<file path="src/rtl/im_loader_pkg.sv">
// Shared definitions for the boot-time instruction memory loader:
// FSM state encoding and byte-stream header layout.
package im_loader_pkg;

    typedef enum logic [2:0] {
        ST_IDLE,
        ST_CNT_LO,
        ST_W_HI,
        ST_W_LO,
        ST_DONE,
        ST_ERR
    } state_t;

    localparam int BYTE_W = 8;
    localparam int CNT_W  = 2 * BYTE_W;

endpackage

</file>
<file path="src/rtl/im_loader.sv">
// Boot loader: packs a UART byte stream (count header, then MSB-first words) into
// instruction-memory writes, holding the cores until the whole program is in.
//
// state     | meaning
// ----------+--------------------------------------------------------------
// ST_IDLE   | waiting for count high byte
// ST_CNT_LO | waiting for count low byte; validates word count
// ST_W_HI   | waiting for high byte of next word
// ST_W_LO   | waiting for low byte; its arrival issues the memory write
// ST_DONE   | program loaded, cores released (start pulse on first cycle)
// ST_ERR    | header invalid, cores kept stalled, bytes ignored
module im_loader
    import im_loader_pkg::*;
#(
    parameter int DATA_W    = 16,
    parameter int ADDR_W    = 16,
    parameter int DEPTH     = 101,
    parameter int BASE_ADDR = 0
) (
    input  logic                clk,
    input  logic                rst_n,
    input  logic [BYTE_W-1:0]   rx_data,
    input  logic                rx_valid,
    input  logic                reload,
    output logic                im_write_en,
    output logic [DATA_W-1:0]   im_input_data,
    output logic [ADDR_W-1:0]   im_addr,
    output logic                cores_hold,
    output logic                core_start,
    output logic                load_done,
    output logic                load_err,
    output logic [CNT_W-1:0]    words_loaded
);

    localparam logic [CNT_W-1:0] MAX_WORDS = CNT_W'(DEPTH - BASE_ADDR);

    state_t              state;
    state_t              state_next;
    logic [BYTE_W-1:0]   cnt_hi;
    logic [BYTE_W-1:0]   word_hi;
    logic [CNT_W-1:0]    word_total;
    logic [CNT_W-1:0]    index;
    logic [CNT_W-1:0]    cnt_rx;
    logic                last_word;

    assign cnt_rx       = {cnt_hi, rx_data};
    assign last_word    = (index + CNT_W'(1)) == word_total;
    assign words_loaded = index;

    always_ff @(posedge clk) begin
        if (!rst_n) begin
            state <= ST_IDLE;
        end else begin
            state <= state_next;
        end
    end

    always_comb begin
        state_next = state;
        if (reload) begin
            state_next = ST_IDLE;
        end else if (rx_valid) begin
            case (state)
                ST_IDLE:   state_next = ST_CNT_LO;
                ST_CNT_LO: state_next = (cnt_rx == '0 || cnt_rx > MAX_WORDS) ? ST_ERR : ST_W_HI;
                ST_W_HI:   state_next = ST_W_LO;
                ST_W_LO:   state_next = last_word ? ST_DONE : ST_W_HI;
                default:   state_next = state;
            endcase
        end
    end

    // Status outputs lag the state by one cycle so the release follows the last write.
    always_ff @(posedge clk) begin
        if (!rst_n) begin
            cnt_hi        <= '0;
            word_hi       <= '0;
            word_total    <= '0;
            index         <= '0;
            im_write_en   <= 1'b0;
            im_input_data <= '0;
            im_addr       <= '0;
            cores_hold    <= 1'b1;
            core_start    <= 1'b0;
            load_done     <= 1'b0;
            load_err      <= 1'b0;
        end else begin
            im_write_en <= 1'b0;
            if (reload) begin
                index      <= '0;
                cores_hold <= 1'b1;
                core_start <= 1'b0;
                load_done  <= 1'b0;
                load_err   <= 1'b0;
            end else begin
                load_done  <= (state == ST_DONE);
                core_start <= (state == ST_DONE) && !load_done;
                cores_hold <= (state != ST_DONE);
                load_err   <= (state == ST_ERR);
                if (rx_valid) begin
                    case (state)
                        ST_IDLE:   cnt_hi     <= rx_data;
                        ST_CNT_LO: word_total <= cnt_rx;
                        ST_W_HI:   word_hi    <= rx_data;
                        ST_W_LO: begin
                            im_write_en   <= 1'b1;
                            im_input_data <= DATA_W'({word_hi, rx_data});
                            im_addr       <= ADDR_W'(BASE_ADDR) + ADDR_W'(index);
                            index         <= index + CNT_W'(1);
                        end
                        default: ;
                    endcase
                end
            end
        end
    end

endmodule

</file>
<file path="config.mk">
export PLATFORM = sky130hd
export DESIGN_NAME = im_loader
export DESIGN_NICKNAME = d
export VERILOG_FILES = /design/src/rtl/im_loader_pkg.sv /design/src/rtl/im_loader.sv
export SDC_FILE = /design/constraint.sdc
export NUM_CORES = 1
export LEC_CHECK = 0
export ABC_AREA = 1
export BUFFER_PORTS_ARGS = -buffer_cell sky130_fd_sc_hd__buf_2
export CORE_ASPECT_RATIO = 1.1
export CORE_UTILIZATION = 60
export CTS_CLUSTER_SIZE = 40
export DETAILED_ROUTE_END_ITERATION = 8
export PLACE_DENSITY_LB_ADDON = 0.3
export SYNTH_ARGS = -nofsm -noshare
export SYNTH_HDL_FRONTEND = slang
export SYNTH_SLANG_ARGS = --single-unit
</file>
<file path="constraint.sdc">
create_clock -name clk -period 5 [get_ports clk]
set_input_delay 1.5 -clock clk [delete_from_list [all_inputs] [get_ports clk]]
set_output_delay 1.5 -clock clk [all_outputs]
set_load 0.02 [all_outputs]
</file>
# Yosys cells after proc, flatten, opt, wreduce, memory -nomap -nowiden

Index checks and enable logic that the tools add are counted.

Multiplexer cells: 4
Shift-type cells: 0
$add $sub $neg: 1
Eq/ne operators: 7
Bitwise operators: 3
Order comparisons: 1
Reductions and logical operators: 14
Multipliers: 0
Div/mod/pow operators: 0

Operator list:

| cell                                                                   | count |
|---|---|
| 16-bit by 1-bit adder with 16-bit output (second input constant)       | 1 |
| 16-bit == test                                                         | 1 |
| 16-bit by 7-bit > comparator with 1-bit output (second input constant) | 1 |
| 16-bit logical NOT                                                     | 1 |
| 3-bit one-hot mux with 4 select lines                                  | 1 |
| 3-bit AND reduction                                                    | 4 |
| 3-bit by 2-bit == test with 1-bit output (second input constant)       | 2 |
| 3-bit == test (second input constant)                                  | 2 |
| 3-bit two-way mux                                                      | 2 |
| 2-bit AND reduction                                                    | 2 |
| 4-bit nonzero test                                                     | 1 |
| 3-bit by 1-bit == test with 1-bit output (second input constant)       | 1 |
| 3-bit logical NOT                                                      | 1 |
| 3-bit inequality test (second input constant)                          | 1 |
| 1-bit NOT                                                              | 3 |
| 3-bit OR reduction                                                     | 1 |
| 2-bit OR reduction                                                     | 1 |
| 1-bit logical AND                                                      | 1 |
| 1-bit logical NOT                                                      | 1 |
| 1-bit logical OR                                                       | 1 |
| 1-bit two-way mux                                                      | 1 |

Memories: 0
RAM bits: 0
Latch bits: 0
Bits in registers: 88
Memory bits (read-only): 0

# Longest topological paths before layout

Depth in word-level cells: 4
Depth in mapped cells: 15
Depth with buffers taken out: 15

# Worst setup path after synthesis

OpenSTA, ideal clock, no wires.

Path type: input-to-reg
From: input port rx_valid
To: register word_hi[5]
Stages on the path: 7
Arrival time: 2.365 ns
Setup slack: 2.565 ns
Data required time: 4.930 ns
Path through: inv_1 -> nor2_1 -> inv_1 -> nor2_1 -> buf_2 -> o21ai_0 -> a21oi_1

Word-level cells in the longest chain between the ends: 1

Ends and longest elaborated chain:

| item                                 | RTL line         | text |
|---|---|---|
| start: declaration                   | im_loader.sv:23  | `input logic rx_valid,` |
| 3-bit AND reduction (no source line) | n/a              |  |
| end signal: assignment               | im_loader.sv:104 | `ST_W_HI: word_hi <= rx_data;` |
| end: declaration                     | im_loader.sv:40  | `logic [BYTE_W-1:0] word_hi;` |

No other way between the ends.
A chain may end at the register's enable or synchronous reset.

# Worst setup path after layout

From: input port rx_valid
To: register im_input_data[10]

Word-level cells in the longest chain between the ends: 1

Ends and longest elaborated chain:

| item                                 | RTL line         | text |
|---|---|---|
| 3-bit AND reduction (no source line) | n/a              |  |
| end signal: assignment               | im_loader.sv:107 | `im_input_data <= DATA_W'({word_hi, rx_data});` |
| end: declaration                     | im_loader.sv:26  | `output logic [DATA_W-1:0] im_input_data,` |

No other way between the ends.

==> summary.txt <==
Run status
  – Status: completed

STA
  – Slew Limit Fails: 0
  – Unrepaired setup endpoints after global routing: no
  – Final WS setup: 2.13 ns
  – Slew headroom: 34.4%
  – Slew @ Worst Pin: 0.982 ns
  – Min cycle time layout: 2.87 ns
  – Clock skew: 0.00733 ns
  – Fmax achieved: 348 MHz
  – Final Hold Viols: 0
  – Setup tns final: 0 ns
  – Final setup viols: 0
  – Fin crit share: 57.4%

Routing
  – Starting DRT DRC Count: 260
  – Max layer used: met4
  – Number of remaining DRC errors: 0
  – WL/cell: 13.8 um
  – Met3 WL: 513 um
  – Vias: 3,853
  – ANT nets after route: 0
  – Metal-1 WL: 4210 um
  – Detailed Routing Iterations Pass 1: 5
  – Detail Route met2 WL: 4620 um
  – Vias per inst: 5.53
  – Routed WL: 9600 um

Clock tree
  – Clk_lat worst skew: 0.36 ns
  – CTS H-tree depth: 3
  – Root buffer cell: clkbuf_8
  – Reg clk slew, reported paths: 0.09 ns
  – Hold buffer count at CTS: 0
  – Post-CTS sizing: 0
  – Clk buf depth: 2
  – Sink Count: 88
  – Post-CTS setup buffer count: 0
  – TritonCTS Buffers: 9
  – TritonCTS clock tree: yes

Global route
  – GRT Total Usage: 29.0%
  – Total gr overflow: 0
  – Initial antenna violation count: 0
  – Largest net degree at the start of global routing: 66
  – Global-route wire length before repair: 15,400 um
  – Vias in the first global route: 3,371

Logic synthesis
  – Syn_nets: 567
  – Top_reg_cell synth: dfxtp_1
  – Count of cell types in the netlist: 30
  – Fraction of registers with async set/reset: 0%
  – Synth top area share: 44.3%
  – Number of enable flip-flop cells after synthesis: 0
  – Commonest cells post-synth: nand2_1, dfxtp_1, inv_1
  – Synth Warn #: 0
  – Most numerous cell in the Yosys netlist: nand2_1
  – Sequential area share after synthesis: 44.3%
  – Leading area contributor after synthesis: dfxtp_1
  – Mapped Avg Cell Area: 7.18 um^2
  – Top post-synthesis cells by area: dfxtp_1, nand2_1, inv_1
  – Synthesized area: 0.00398 mm^2
  – Yosys reg bits: 88
  – Synth Instances: 554

Cells and area
  – Layout cell share with drive strength beyond 1: 16.7%
  – Post-layout net count: 625
  – Diode count: 0
  – Fill cells: 513
  – Syn-to-layout area delta: 15.0%

Setup path
  – R2r setup slk: 2.56 ns
  – Crit Path Max Fanout: 49
  – Critical Path Max Stage Delay: 0.82 ns
  – Setup crit end kind: flip-flop
  – Slowest CP cell: nor2_4
  – Worst reg2reg path depth: 8
  – Critical Path Start Type: primary input
  – Worst path required time: 5.26 ns
  – Cell breakdown of the critical path: buf_2 -> nand2_2 -> nor2_4 -> inv_2 -> o21ai_0 -> inv_1
  – Critical R2R Capture: im_input_data[10]
  – WS Path Type: in -> reg
  – Top Family by Delay on Critical Path: simple AND/OR/NAND/NOR gates
  – CP bufs+invs: 3
  – RR Startpoint: state[2]
  – Worst EP arrival: 3.13 ns

Hold path
  – Hold_sp: load_done
  – Hold Path Class: reg -> reg
  – Hold path depth: 1
  – Worst Hold End: core_start

Floorplanning
  – Die X-Extent: 79.6 um
  – Full die area: 0.00695 mm^2
  – Die height: 87.4 um
  – Core area: 0.00627 mm^2
  – Standard-cell row count: 30
  – Top Ports: 65
  – Initial Util: 63.4%

Place
  – Pre-CTS WS: 1.77 ns
  – Detail Placement HPWL: 6790 um
  – # port buffers: 64
  – Routability cong.: 0.903

Pwr
  – Final Power: 1.37 mW
  – PwrDens: 300 mW/mm^2
  – P_leak: 2.30 nW
  – Worst VDD drop: 239 uV

Job
  – Max cap viols: 0
[through the flow]
step / hold WS (ns) / util [%] / std cells / cell area (um^2)
after global placement: 0.388 / 69.0 / 681 / 4330
after global routing: 0.425 / 72.9 / 697 / 4570
after CTS: 0.417 / 72.9 / 697 / 4570
final: 0.413 / 72.9 / 697 / 4570
after floorplan: 0.438 / - / 554 / 3980
after detailed placement: 0.405 / 69.0 / 681 / 4330
[state kept, by name, indices dropped and copies added (netlist names)]
register and flops:
cores_hold 1, load_err 1, word_total 16, state 3, core_start 1, words_loaded 16
word_hi 8, cnt_hi 8, im_input_data 16, im_addr 16, im_write_en 1, load_done 1
[placed cells by master, fill, tap and decap left out, drive strengths merged]
cell	count
nor3	3
dfxtp	88
clkinvlp	1
a21oi	41
buf	66
o211ai	28
nand3b	5
nor2	48
and2	1
or2	1
nand4	11
clkinv	2
a31oi	2
bufinv	3
xor2	1
nand3	37
ha	1
o21bai	1
o21ai	56
a211oi	1
inv	89
xnor2	1
nor4	1
nand2	119
clkbuf	10
[cells by family after synthesis]
| family | Yosys count | synth area share, % |
|---|---|---|
| fa+ha+maj | 1 | 0.315 |
| buf+inv | 108 | 10.6 |
| flops | 88 | 44.3 |
| xor+xnor | 2 | 0.441 |
| compound gates | 129 | 18.2 |
| simple gates | 226 | 26.1 |
[how the worst max path moves through the flow]
stage                         from                 to  slack [ns]  cells past startpoint
after global routing      rx_valid  im_input_data[12]        1.96                      6
after detailed placement  rx_valid  im_input_data[10]        1.77                      6
after CTS                 rx_valid   im_input_data[9]        2.13                      6
final                     rx_valid  im_input_data[10]        2.13                      6
after global placement    rx_valid  im_input_data[11]        1.85                      6
after floorplan           rx_valid         word_hi[5]        2.56                      7
[per-layer routing]
metal  GRT usage, %  vias up
met4           15.4        0
met2           48.6      137
met1           34.5     1776
li1               -     1916
met5              0        -
met3           6.18       24
[power by group]
group / leakage (nW) / internal (mW) / total, mW / switching [mW]
clock: 0.117 / 0.336 / 0.599 / 0.263
combinational: 1.47 / 0.0176 / 0.0572 / 0.0396
sequential: 0.711 / 0.709 / 0.715 / 0.00660
total: 2.30 / 1.06 / 1.37 / 0.309
[layout make-up]
type                       count  area [um^2]  area share [%]
tap                           80          100            2.19
inverter                      89          334            7.31
timing repair buffer          66          335            7.34
clock inverter                 6          115            2.52
sequential                    88         1760            38.5
clock buffer                  10          128            2.79
multi-input combinational    358         1800            39.3
(Power assumes the default switching activity.)
